[config.mk]
export PLATFORM = sky130hd
export DESIGN_NAME = binary_frame_source_flat
export DESIGN_NICKNAME = d
export VERILOG_FILES = /design/src/rtl/binary_frame_source_if.sv /design/src/rtl/binary_frame_source.sv /design/src/flat_wrapper.sv
export SDC_FILE = /design/constraint.sdc
export NUM_CORES = 1
export LEC_CHECK = 0
export BUFFER_PORTS_ARGS = -buffer_cell sky130_fd_sc_hd__buf_4
export CORE_MARGIN = 2
export CORE_UTILIZATION = 42
export DETAILED_ROUTE_END_ITERATION = 8
export PLACE_DENSITY = 0.61
export SYNTH_ARGS = -nofsm -noshare
export SYNTH_HDL_FRONTEND = slang
export SYNTH_SLANG_ARGS = --single-unit
[constraint.sdc]
create_clock -name CLK -period 7.7 [get_ports CLK]
set_input_delay 2.31 -clock CLK [delete_from_list [all_inputs] [get_ports CLK]]
set_output_delay 2.31 -clock CLK [all_outputs]
set_load 0.05 [all_outputs]
[src/rtl/binary_frame_source_if.sv]
// Control/write bus and synthesized video stream of binary_frame_source.
// master: the pattern source itself; slave: the host/finder side.
interface binary_frame_source_if;
    logic        EN;
    logic        WR_EN;
    logic [3:0]  WR_ADDR;
    logic [15:0] WR_DATA;
    logic        VGA_HS;
    logic        VGA_VS;
    logic [15:0] H_CNT;
    logic [15:0] V_CNT;
    logic        BINARY_FLAG;
    logic        FRAME_DONE;

    modport master (
        input  EN, WR_EN, WR_ADDR, WR_DATA,
        output VGA_HS, VGA_VS, H_CNT, V_CNT, BINARY_FLAG, FRAME_DONE
    );

    modport slave (
        output EN, WR_EN, WR_ADDR, WR_DATA,
        input  VGA_HS, VGA_VS, H_CNT, V_CNT, BINARY_FLAG, FRAME_DONE
    );
endinterface

[src/rtl/binary_frame_source.sv]
// Binary video pattern source: frame timing plus up to four programmable blobs.
// Optional macro BINARY_FRAME_SOURCE_MOTION_EN makes blobs drift right one pixel per frame.
module binary_frame_source #(
    parameter int unsigned H_ACTIVE = 200,
    parameter int unsigned V_ACTIVE = 100,
    parameter int unsigned H_BLANK  = 1,
    parameter int unsigned V_GAP    = 1
) (
    input  logic                  CLK,
    input  logic                  RESET_N,
    binary_frame_source_if.master bus
);
    localparam logic [15:0] H_LAST = 16'(H_ACTIVE - 1);
    localparam logic [15:0] V_LAST = 16'(V_ACTIVE - 1);
    localparam logic [15:0] B_LAST = 16'(H_BLANK - 1);
    localparam logic [15:0] G_LAST = 16'(V_GAP - 1);

    typedef enum logic [2:0] {IDLE, VGAP, LINE, HBLANK, FGAP} state_t;

    state_t      state;
    logic [15:0] cnt;
    logic [15:0] h_cnt, v_cnt;
    logic        hs, vs, flag, done;
    logic [15:0] sh_x0 [4], sh_x1 [4], sh_y0 [4], sh_y1 [4];
    logic [15:0] ac_x0 [4], ac_x1 [4], ac_y0 [4], ac_y1 [4];
    logic [15:0] nh, nv, xe;
    logic        hit, frame_start;
`ifdef BINARY_FRAME_SOURCE_MOTION_EN
    logic [15:0] ofs;
`endif

    always_ff @(posedge CLK or negedge RESET_N) begin
        if (!RESET_N) begin
            for (int unsigned i = 0; i < 4; i++) begin
                sh_x0[i] <= 16'd1;
                sh_x1[i] <= '0;
                sh_y0[i] <= 16'd1;
                sh_y1[i] <= '0;
            end
        end else if (bus.WR_EN) begin
            case (bus.WR_ADDR[1:0])
                2'd0:    sh_x0[bus.WR_ADDR[3:2]] <= bus.WR_DATA;
                2'd1:    sh_x1[bus.WR_ADDR[3:2]] <= bus.WR_DATA;
                2'd2:    sh_y0[bus.WR_ADDR[3:2]] <= bus.WR_DATA;
                default: sh_y1[bus.WR_ADDR[3:2]] <= bus.WR_DATA;
            endcase
        end
    end

    // Outputs are registered, so the blob test looks at the pixel being entered.
    always_comb begin
        nh = h_cnt;
        nv = v_cnt;
        case (state)
            LINE:    nh = h_cnt + 16'd1;
            HBLANK:  begin nh = '0; nv = v_cnt + 16'd1; end
            VGAP:    begin nh = '0; nv = '0; end
            default: ;
        endcase
`ifdef BINARY_FRAME_SOURCE_MOTION_EN
        xe = (nh >= ofs) ? nh - ofs : nh + 16'(H_ACTIVE) - ofs;
`else
        xe = nh;
`endif
        hit = 1'b0;
        for (int unsigned b = 0; b < 4; b++) begin
            if (ac_x0[b] <= xe && xe <= ac_x1[b] && ac_y0[b] <= nv && nv <= ac_y1[b])
                hit = 1'b1;
        end
    end

    assign frame_start = bus.EN && ((state == IDLE) || (state == FGAP && cnt == G_LAST));

    always_ff @(posedge CLK or negedge RESET_N) begin
        if (!RESET_N) begin
            state <= IDLE;
            cnt   <= '0;
            h_cnt <= '0;
            v_cnt <= '0;
            hs    <= 1'b0;
            vs    <= 1'b0;
            flag  <= 1'b0;
            done  <= 1'b0;
            for (int unsigned i = 0; i < 4; i++) begin
                ac_x0[i] <= 16'd1;
                ac_x1[i] <= '0;
                ac_y0[i] <= 16'd1;
                ac_y1[i] <= '0;
            end
`ifdef BINARY_FRAME_SOURCE_MOTION_EN
            ofs <= '0;
`endif
        end else begin
            case (state)
                IDLE: ;
                VGAP: begin
                    if (cnt == G_LAST) begin
                        state <= LINE;
                        hs    <= 1'b1;
                        vs    <= 1'b1;
                        flag  <= hit;
                    end else begin
                        cnt <= cnt + 16'd1;
                    end
                end
                LINE: begin
                    if (h_cnt == H_LAST) begin
                        state <= HBLANK;
                        cnt   <= '0;
                        hs    <= 1'b0;
                        flag  <= 1'b0;
                    end else begin
                        h_cnt <= nh;
                        flag  <= hit;
                    end
                end
                HBLANK: begin
                    if (cnt != B_LAST) begin
                        cnt <= cnt + 16'd1;
                    end else if (v_cnt == V_LAST) begin
                        state <= FGAP;
                        cnt   <= '0;
                        vs    <= 1'b0;
                        done  <= (V_GAP == 1);
                    end else begin
                        state <= LINE;
                        h_cnt <= nh;
                        v_cnt <= nv;
                        hs    <= 1'b1;
                        flag  <= hit;
                    end
                end
                FGAP: begin
                    if (cnt == G_LAST) begin
                        state <= IDLE;
                        done  <= 1'b0;
`ifdef BINARY_FRAME_SOURCE_MOTION_EN
                        ofs <= (ofs == H_LAST) ? '0 : ofs + 16'd1;
`endif
                    end else begin
                        cnt  <= cnt + 16'd1;
                        done <= (cnt + 16'd1 == G_LAST);
                    end
                end
                default: state <= IDLE;
            endcase

            // Frame entry overrides the IDLE fall-through of a finishing FGAP.
            if (frame_start) begin
                state <= VGAP;
                cnt   <= '0;
                h_cnt <= '0;
                v_cnt <= '0;
                for (int unsigned i = 0; i < 4; i++) begin
                    ac_x0[i] <= sh_x0[i];
                    ac_x1[i] <= sh_x1[i];
                    ac_y0[i] <= sh_y0[i];
                    ac_y1[i] <= sh_y1[i];
                end
            end
        end
    end

    assign bus.VGA_HS      = hs;
    assign bus.VGA_VS      = vs;
    assign bus.H_CNT       = h_cnt;
    assign bus.V_CNT       = v_cnt;
    assign bus.BINARY_FLAG = flag;
    assign bus.FRAME_DONE  = done;

`ifndef SYNTHESIS
    param_legal: assert property (@(posedge CLK) (H_BLANK >= 1) && (V_GAP >= 1));
`endif
endmodule

[src/flat_wrapper.sv]
// flat-port wrapper written by rule: the top's interface ports become plain ports
module binary_frame_source_flat 
#(
    parameter int unsigned H_ACTIVE = 200,
    parameter int unsigned V_ACTIVE = 100,
    parameter int unsigned H_BLANK  = 1,
    parameter int unsigned V_GAP    = 1
)
  (CLK, RESET_N, bus_EN, bus_WR_EN, bus_WR_ADDR, bus_WR_DATA, bus_VGA_HS, bus_VGA_VS, bus_H_CNT, bus_V_CNT, bus_BINARY_FLAG, bus_FRAME_DONE);
  binary_frame_source_if bus_i ();
  input  logic CLK;
  input  logic RESET_N;
  input wire logic [$bits(bus_i.EN)-1:0] bus_EN;
  input wire logic [$bits(bus_i.WR_EN)-1:0] bus_WR_EN;
  input wire logic [$bits(bus_i.WR_ADDR)-1:0] bus_WR_ADDR;
  input wire logic [$bits(bus_i.WR_DATA)-1:0] bus_WR_DATA;
  output wire logic [$bits(bus_i.VGA_HS)-1:0] bus_VGA_HS;
  output wire logic [$bits(bus_i.VGA_VS)-1:0] bus_VGA_VS;
  output wire logic [$bits(bus_i.H_CNT)-1:0] bus_H_CNT;
  output wire logic [$bits(bus_i.V_CNT)-1:0] bus_V_CNT;
  output wire logic [$bits(bus_i.BINARY_FLAG)-1:0] bus_BINARY_FLAG;
  output wire logic [$bits(bus_i.FRAME_DONE)-1:0] bus_FRAME_DONE;
  assign bus_i.EN = bus_EN;
  assign bus_i.WR_EN = bus_WR_EN;
  assign bus_i.WR_ADDR = bus_WR_ADDR;
  assign bus_i.WR_DATA = bus_WR_DATA;
  assign bus_VGA_HS = bus_i.VGA_HS;
  assign bus_VGA_VS = bus_i.VGA_VS;
  assign bus_H_CNT = bus_i.H_CNT;
  assign bus_V_CNT = bus_i.V_CNT;
  assign bus_BINARY_FLAG = bus_i.BINARY_FLAG;
  assign bus_FRAME_DONE = bus_i.FRAME_DONE;
  binary_frame_source #(.H_ACTIVE(H_ACTIVE), .V_ACTIVE(V_ACTIVE), .H_BLANK(H_BLANK), .V_GAP(V_GAP)) u_core (.CLK(CLK), .RESET_N(RESET_N), .bus(bus_i));
endmodule
* After elaboration in Yosys (flattened, before gate mapping)
Cells that the tools add are included.
Word-level totals: register bits 567, bits in latches 0, bits in writable memories 0, ROM bits 0, output and inout port bits 36, memories kept 0
Cells by class: add/sub/neg operators 3, multipliers 0, div/mod/pow operators 0, order comparisons 18, eq/ne operators 24, shifts and indexed selects 0, mux-type cells 51, bitwise operators 2, reduce and logical (&&, ||, !) cells 42
Operators with widths (number):
- 64-bit bitwise mux | 4
- 16-bit <= comparator | 16
- 16-bit two-way mux | 14
- 16-bit case mux with 2 select lines | 3
- 16-bit by 1-bit adder with 16-bit output, second input constant | 3
- 16-bit case mux with 3 select lines | 1
- 16-bit demux with 2-bit select | 1
- 16-bit zero test | 2
- 3-bit two-way mux | 6
- 1-bit two-way mux | 17
- 16-bit by 7-bit equality test with 1-bit output, second input constant | 1
- 16-bit by 8-bit equality test with 1-bit output, second input constant | 1
- 4-bit AND reduction | 4
- 16-bit nonzero test | 1
- 1-bit logical AND | 15
- 3-bit by 2-bit inequality test with 1-bit output, second input constant | 5
- 3-bit case mux with 5 select lines | 1
- 2-bit by 1-bit inequality test with 1-bit output, second input constant | 6
- 5-bit AND reduction | 2
- 2-bit AND reduction | 4
- 3-bit by 2-bit equality test with 1-bit output, second input constant | 2
- 3-bit by 1-bit inequality test with 1-bit output, second input constant | 2
- 1-bit case mux with 3 select lines | 2
- 3-bit AND reduction | 2
- 19 further kinds | 25

* Depth between registers and ports, before layout
Gate-level depths: netlist of the first run.
depth after elaboration 14, depth in mapped cells 18, mapped depth without buffers 17

* Worst setup path after synthesis of the first run
Ideal clock, no wire load.
kind input-to-reg, from input bus_WR_ADDR[1], to register u_core.sh_x0[10] (netlist name), library setup time 125 ps, arrival time 3763 ps, slack 3812 ps, cell stages on the path 5, buffers on the path 2, path through nor3b_1 -> nor2b_1 -> clkbuf_1 -> clkbuf_1 -> mux2_2
On the way: longest elaborated chain between the ends 2
Ends and longest elaborated chain:
- start: declaration | RTL line flat_wrapper.sv:15 | input wire logic [$bits(bus_i.WR_ADDR)-1:0] bus_WR_ADDR;
- 2-bit zero test | RTL line binary_frame_source.sv:41 | case (bus.WR_ADDR[1:0])
- 2-bit AND reduction (no source line)
- end signal: indexed assignment | RTL line binary_frame_source.sv:42 | 2'd0: sh_x0[bus.WR_ADDR[3:2]] <= bus.WR_DATA;
- end: declaration | RTL line binary_frame_source.sv:24 | logic [15:0] sh_x0 [4], sh_x1 [4], sh_y0 [4], sh_y1 [4];
No other way between the ends. A chain may end at the register's enable or synchronous reset.

* Worst setup path after layout of the first run
from register u_core.state[0], to register u_core.flag, in the netlist u_core.bus.BINARY_FLAG
On the way: longest elaborated chain between the ends 14
Ends and longest elaborated chain:
- start: declaration | RTL line binary_frame_source.sv:20 | state_t state;
- start signal: assignment | RTL line binary_frame_source.sv:76 | state <= IDLE;
- start signal: assignment | RTL line binary_frame_source.sv:98 | state <= LINE;
- start signal: assignment | RTL line binary_frame_source.sv:108 | state <= HBLANK;
- 3-bit by 1-bit equality test with 1-bit output or 3-bit by 2-bit equality test with 1-bit output (tied branches) | RTL line binary_frame_source.sv:54, binary_frame_source.sv:94
- 2-bit OR reduction (no source line)
- 16-bit case mux with 2 select lines | RTL line binary_frame_source.sv:54 | case (state)
- 16-bit <= comparator | RTL line binary_frame_source.sv:67 | if (ac_x0[b] <= xe && xe <= ac_x1[b] && ac_y0[b] <= nv && nv <= ac_y1[b])
- 1-bit logical AND (3 in series) | RTL line binary_frame_source.sv:67
- 1-bit two-way mux (4 in series) | RTL line binary_frame_source.sv:67
- 1-bit two-way mux | RTL line binary_frame_source.sv:120 | end else if (v_cnt == V_LAST) begin
- 1-bit two-way mux | RTL line binary_frame_source.sv:118 | if (cnt != B_LAST) begin
- 1-bit case mux with 3 select lines | RTL line binary_frame_source.sv:94 | case (state)
- end signal: assignment | RTL line binary_frame_source.sv:101 | flag <= hit;
- end signal: assignment | RTL line binary_frame_source.sv:114 | flag <= hit;
- end signal: assignment | RTL line binary_frame_source.sv:130 | flag <= hit;
- end: declaration | RTL line binary_frame_source.sv:23 | logic hs, vs, flag, done;
Parallel ways exist; a longest one is shown, timed or not. The select of a mux whose other input is x is not followed.

==> results of run 1 <==
## logic make-up after synthesis
family	share of synthesized area
fa+ha+maj	0.115
xor+xnor	0.00400
simple gates	0.144
mux	0.104
buf+inv	0.0437
compound gates	0.0909
flops	0.499
## registers in the layout, summed over array words and instances (netlist names)
| register | count |
|---|---|
| u_core.ac_x0 | 64 |
| u_core.ac_x1 | 64 |
| u_core.ac_y0 | 64 |
| u_core.ac_y1 | 64 |
| u_core.sh_x0 | 64 |
| u_core.sh_x1 | 64 |
| u_core.sh_y0 | 64 |
| u_core.sh_y1 | 64 |
| u_core.bus.H_CNT | 16 |
| u_core.bus.V_CNT | 16 |
| u_core.cnt | 16 |
| u_core.state | 3 |
| u_core.bus.BINARY_FLAG | 1 |
| u_core.bus.FRAME_DONE | 1 |
| u_core.bus.VGA_HS | 1 |
| u_core.bus.VGA_VS | 1 |
## layer usage
layer,part of all wire,track usage
met1,0.46,0.305
met2,0.47,0.366
met3,0.043,0.0293
met4,0.023,0.0544
met5,0.00041,0
## cell type report
cell class,instances,area (um2)
Fill cell,6120,35300
Sequential cell,567,14200
Multi-Input combinational cell,1914,13100
Clock buffer,95,1760
Tap cell,873,1090
Timing Repair Buffer,96,766
Inverter,169,634
Clock inverter,19,283
## where the power goes
group	internal (W)	switching, W	total, W	leakage, nW
registers	0.00330	0.000153	0.00345	6.65
logic	0.000248	0.000192	0.000440	8.29
clock network	0.00174	0.00125	0.00299	0.990
total	0.00529	0.00160	0.00689	15.9
## synthesized netlist by cell type (21+ instances only)
library cell,number
buf_4,22
nor4_1,24
mux2_2,257
a21oi_1,137
clkbuf_1,76
nand3_1,85
o21ai_1,72
nor2_1,65
o31ai_1,27
inv_1,169
dfrtp_1,551
a21o_1,21
nand2_1,581
o21ai_0,110
ha_1,261
nand4_1,73
buf_2,22
## worst max-delay path, stage by stage (launching register included)
cell      delay (ps)
dfrtp_1          550
nand2b_1         490
or2_2            470
nor2_1           210
and2_1           180
mux2i_1          740
inv_1            280
ha_1             390
a21o_1           120
nand3_1           90
a21oi_1          130
a211oi_1          80
a21oi_1          470
nor4_1           120
nor4_1           600
o31ai_1          140
## cell usage in the layout, fill, tap and decap left out, types with 5 or more instances in the layout
master and count:
clkbuf_16 60, o21ai_0 110, a21oi_1 137, o21ai_1 72, nor2b_1 20, and3_1 13, mux2i_1 8, dfrtp_1 551
buf_4 92, clkbuf_8 13, clkbuf_1 22, nand2b_1 11, a31oi_1 8, nor4_1 24, and2_1 5, nor2_1 62
ha_1 261, nor2_2 5, nand4_1 73, or3_1 10, xnor2_1 10, a21o_1 21, nor3_1 19, inv_1 169
o211ai_1 18, o31ai_1 27, nand2_1 581, or2_2 5, mux2_2 257, nand3_1 84, bufinv_16 5, clkinv_2 7
a211oi_1 16, a21boi_0 16, dfstp_2 16
## per-stage QoR
step                      instance area, um2  total power [W]  hold WS [ps]
after floorplan                        28500          0.00376           433
after global placement                 29800          0.00391           440
after detailed placement               29800          0.00395           448
after CTS                              31800          0.00696           438
after global routing                   31800          0.00716           465
final                                  31800          0.00689           431
## path summary, 6_finish.rpt
check                      depth (start not counted)                            endpoint  slack (ps)                          from
setup / recovery                                  15  u_core.bus.BINARY_FLAG$_DFFE_PN0P_        2490   u_core.state[0]$_DFFE_PN0P_
setup reg to reg                                  15  u_core.bus.BINARY_FLAG$_DFFE_PN0P_        2490   u_core.state[0]$_DFFE_PN0P_
min in group asynchronous                          1        u_core.ac_x1[21]$_DFFE_PN0P_        1600                       RESET_N
hold reg to reg                                    2        u_core.ac_x0[32]$_DFFE_PN1P_         430  u_core.sh_x0[32]$_DFFE_PN1P_
max in group asynchronous                          2        u_core.sh_y0[46]$_DFFE_PN0P_        4590                       RESET_N
hold / removal                                     2        u_core.ac_x0[32]$_DFFE_PN1P_         430  u_core.sh_x0[32]$_DFFE_PN1P_
==> results.yml, run 1 <==
clocking:
  cts_root_buf: "clkbuf_16"
  cts-htree-levels: 2
  hold_buffers: 0
  cts_buffers: 60
  post_cts_buffers: 0
  cts_tree: "yes"
  path_clk_slew_ps: 60
  clock_latency_ps: 650
  cts.repair.resized: 0
  clock-sinks: 567
  max-clock-path-buffers: 3
synthesis:
  synthTopCellsByArea: "dfrtp_1, ha_1, mux2_2, nand2_1, a21oi_1"
  synthFlopType: "dfrtp_1"
  synth_area_leader_cell: "dfrtp_1"
  ys_ff_latch: 567
  synth_warnings: 0
  synth.net_count: 3060
  seq_area_frac_synth: 0.499
  synth-edff-count: 0
  postSynthAreaPerCell_um2: 10.3
  ys_async_sr_fraction: 1.00
  syn-cell-area_um2: 28500
  yosysTopAreaCellShare: 0.484
  netlist_instances: 2775
  synthDistinctLibCells: 58
setup_path:
  endpoint_kind: "flop"
  crit_fanout: 16
  required_ps: 8200
  critPathKind: "reg2reg"
  cp-start-kind: "flop"
  arrival_ps: 5710
route:
  vias: 20500
  routedWlPerCell_um: 20.3
  drt-initial-drc-count: 1638
  first_pass_iters: 5
  route.detailed.drc: 0
  avgViaCountPerCell: 5.50
  wirelength_um: 75700
  ant_nets: 0
sta:
  tightest_slew_ps: 1160
  max_freq_mhz: 192
  finalClockSkew_ps: 32.4
  slew-limit-headroom: 0.228
  setup_violations: 0
  fin_crit_sh: 0.677
  final-hold-violation-count: 0
  setup_ws_ps: 2490
  slew_viol_final: 0
  post-route-min-period_ps: 5210
  timing.setup.tns_ps: 0
  rsz0062_at_grt: "false"
hold_path:
  worstHoldPathType: "reg2reg"
global_routing:
  grt_use_total: 0.220
  antenna_found_initial: 6
  grt.overflow.total: 0
  grt_max_degree: 229
  grt_pass1_vias: 20900
  grt_pass1_wl_um: 121000
die:
  num_rows: 95
  die_height_um: 264
  die_area_um2: 69900
  ios: 60
  fp.dieW_um: 264
  start_util: 0.424
  core_area_um2: 67200
job:
  maxCapViolCount: 0
layout:
  final_cells: 3733
  antenna_cells: 0
  final_util: 0.474
  synthToLayoutAreaGrowth_pct: 11.7
  layout.nets: 3093
  drive_above_1_share: 0.169
power_and_ir_drop:
  p_leak_nw: 15.9
  vdd_drop_max_mv: 0.181
  power_density_nw_per_um2: 217
placed_design:
  placed_cells: 3619
  gp_congestion: 0.866
  dp_hpwl_um: 51400
  portBuffers: 59
  place_ws_ps: 2410
status:
  status: "finished clean"
(Power assumes the default switching activity.)
==> run 2, diff against run 1 <==
--- a/config.mk
+++ b/config.mk
@@ -5,6 +5,7 @@
 export SDC_FILE = /design/constraint.sdc
 export NUM_CORES = 1
 export LEC_CHECK = 0
+export ABC_AREA = 1
 export BUFFER_PORTS_ARGS = -buffer_cell sky130_fd_sc_hd__buf_4
 export CORE_MARGIN = 2
 export CORE_UTILIZATION = 42
==> constraint.sdc (replaced) <==
create_clock -name CLK -period 5 [get_ports CLK]
set_input_delay 1.5 -clock CLK [delete_from_list [all_inputs] [get_ports CLK]]
set_output_delay 1.5 -clock CLK [all_outputs]
set_load 0.05 [all_outputs]
==> run 2 against run 1 <==
Compared with the run above:
- combinational power increased by 22%
- global-route usage shrank 0.35 points
- synthesized area down 0.30%
- clock power up 57%
- register-to-register slack got worse by 1700 ps
- critical path type unchanged
- largest power group unchanged
==> results.yml, run 2 <==
sta:
  max_freq_mhz: 240
  finalClockSkew_ps: 22.3
  fin_crit_sh: 0.833
  timing.setup.tns_ps: 0
  slew_viol_final: 0
  slew-limit-headroom: 0.196
  post-route-min-period_ps: 4170
  tightest_slew_ps: 1200
  setup_violations: 0
  rsz0062_at_grt: "false"
  final-hold-violation-count: 0
clocking:
  max-clock-path-buffers: 3
  cts_buffers: 59
  clock_latency_ps: 630
  cts_tree: "yes"
  clock-sinks: 567
  hold_buffers: 0
  post_cts_buffers: 0
  cts.repair.resized: 0
  cts-htree-levels: 2
  cts_root_buf: "clkbuf_16"
  path_clk_slew_ps: 60
setup_path:
  crit_fanout: 15
  cp-start-kind: "flop"
  cp_cell_sequence: "inv_2, nand2_2, nor3_4, nand4_1, inv_1, nand3_1, inv_1, nand2_1, o21ai_1, nand3_1, ha_1, nand2_1, nor4_1, nand2_1, nand2_1, nand2_1, nand2_1, nor2_1, nor2_1, nand2_1, nand2_1, nand2_1"
  max_stage_delay_ps: 630
  arrival_ps: 4680
  crit_slowest_cell: "nor4_1"
  crit_top_cell: "nand2_1"
  critPathKind: "reg2reg"
  required_ps: 5520
  endpoint_kind: "flop"
die:
  num_rows: 95
  die_area_um2: 69700
  fp.dieW_um: 264
  die_height_um: 264
  core_area_um2: 67000
  ios: 60
  start_util: 0.424
hold_path:
  worstHoldPathType: "reg2reg"
global_routing:
  top_usage_layer: "met2"
  antenna_found_initial: 0
  grt_max_degree: 122
  grt_util_met2: 0.333
  grt.met1_usage: 0.325
  grt_pass1_wl_um: 119000
  grt_pass1_vias: 20600
  grtUsageMet3: 0.0269
  grt_use_total: 0.217
  grt.overflow.total: 0
power_and_ir_drop:
  p_switching_w: 0.00242
  power_density_nw_per_um2: 328
  p_int_w: 0.00804
  p_clk_frac: 0.448
  vdd_drop_max_mv: 0.239
  swShare: 0.232
  power_frac_comb: 0.051
  finalPower_w: 0.0105
  pwr-share-seq: 0.500
  p_leak_nw: 17.1
synthesis:
  synth-edff-count: 0
  syn-cell-area_um2: 28400
  postSynthAreaPerCell_um2: 8.44
  synth_warnings: 0
  ys_top_cells_by_count: "nand2_1, dfrtp_1, o21ai_0"
  yosysTopAreaCellShare: 0.485
  seq_area_frac_synth: 0.500
  ys_ff_latch: 567
  netlist_instances: 3364
  synthFlopType: "dfrtp_1"
  synth.net_count: 3649
  ys_async_sr_fraction: 1.00
  synth_area_leader_cell: "dfrtp_1"
  synthDistinctLibCells: 40
  synthTopCellsByArea: "dfrtp_1, nand2_1, ha_1, o21ai_0, inv_1"
  synth.most_common_cell: "nand2_1"
layout:
  mostFrequentLayoutCell: "nand2_1"
  synthToLayoutAreaGrowth_pct: 12.4
  finalInstanceArea_um2: 31900
  fillerInstances: 6503
  seq_area_um2: 14200
  final_util: 0.476
  final_cells: 4321
  layout.nets: 3683
  multi_input_area_um2: 12400
  layout_common_cells: "nand2_1, dfrtp_1, o21ai_0, inv_1, ha_1"
  drive_above_1_share: 0.0696
route:
  first_pass_iters: 5
  vias: 21900
  ant_nets: 0
  wirelength_um: 74600
  route.detailed.drc: 0
  avgViaCountPerCell: 5.06
  drt-initial-drc-count: 1771
  routedWlPerCell_um: 17.3
placed_design:
  dpl_cell_area_um2: 29900
  gp_congestion: 0.894
  portBuffers: 59
  dp_hpwl_um: 51500
  placed_cells: 4210
status:
  status: "finished clean"
job:
  maxCapViolCount: 0
run 2: changes by cell type in the layout (fill, tap and decap cells not counted), sizes merged, moves of 18 or more:
cell / delta
a21o: -18
inv: +158
mux2: -257
nand2: +550
nand4: -39
nor2: +50
nor2b: -20
o211ai: -19
o21ai: +277
o22ai: +28
o31ai: -27
run 2: cells by family after synthesis:
| logic type | Yosys count | synth area share |
|---|---|---|
| buf+inv | 464 | 0.0634 |
| fa+ha+maj | 261 | 0.115 |
| xor+xnor | 17 | 0.00524 |
| simple gates | 1401 | 0.196 |
| flops | 567 | 0.500 |
| compound gates | 654 | 0.120 |
run 2: area by class of cell:
cell class | count | share of cell area
antenna | 1 | 0.0000784
multi-input combinational | 2333 | 0.388
sequential | 567 | 0.445
clock buffer | 89 | 0.0548
timing repair buffer | 107 | 0.0285
tap | 873 | 0.0342
clock inverter | 21 | 0.0101
inverter | 330 | 0.0391
run 2: path summary, 6_finish.rpt:
check | startpoint | to | slack [ps] | cells past startpoint
max | u_core.state[2]$_DFFE_PN0P_ | u_core.bus.BINARY_FLAG$_DFFE_PN0P_ | 830 | 22
min | u_core.sh_x0[53]$_DFFE_PN0P_ | u_core.ac_x0[53]$_DFFE_PN0P_ | 460 | 2
max reg2reg | u_core.state[2]$_DFFE_PN0P_ | u_core.bus.BINARY_FLAG$_DFFE_PN0P_ | 830 | 22
min reg2reg | u_core.sh_x0[53]$_DFFE_PN0P_ | u_core.ac_x0[53]$_DFFE_PN0P_ | 460 | 2
max in group asynchronous | RESET_N | u_core.sh_x1[27]$_DFFE_PN0P_ | 3150 | 2
min in group asynchronous | RESET_N | u_core.cnt[9]$_DFFE_PN0P_ | 920 | 1
run 2: routing by layer:
| layer | part of all wire | up-vias |
|---|---|---|
| met3 | 0.047 | 80 |
| li1 | - | 11000 |
| met4 | 0.019 | 0 |
| met5 | 0 | - |
| met1 | 0.50 | 10300 |
| met2 | 0.44 | 448 |
run 2: critical path: cells and delay by family (launching register included):
kind	cells	cell delay, ps
AND/OR/NAND/NOR	17	2690
AO/OA/AOI/OAI	1	170
buffers and inverters	3	330
flip-flops	1	430
adder cells (fa/ha/maj)	1	440
run 2: power groups by stage:
stage | sequential [W] | combinational, W | clock (W)
6_report | 0.00524 | 0.000536 | 0.00469
5_1_grt | 0.00528 | 0.000648 | 0.00495
4_1_cts | 0.00523 | 0.000553 | 0.00478
3_5_place_dp | 0.00531 | 0.000551 | 0
3_3_place_gp | 0.00530 | 0.000529 | 0
2_1_floorplan | 0.00526 | 0.000329 | 0
run 2: per-stage QoR:
step / hold slack (ps) / setup slack, ps
finish: 458 / 834
global route: 486 / 473
CTS: 460 / 952
detailed placement: 449 / 975
global placement: 448 / 1070
floorplan: 442 / 1650
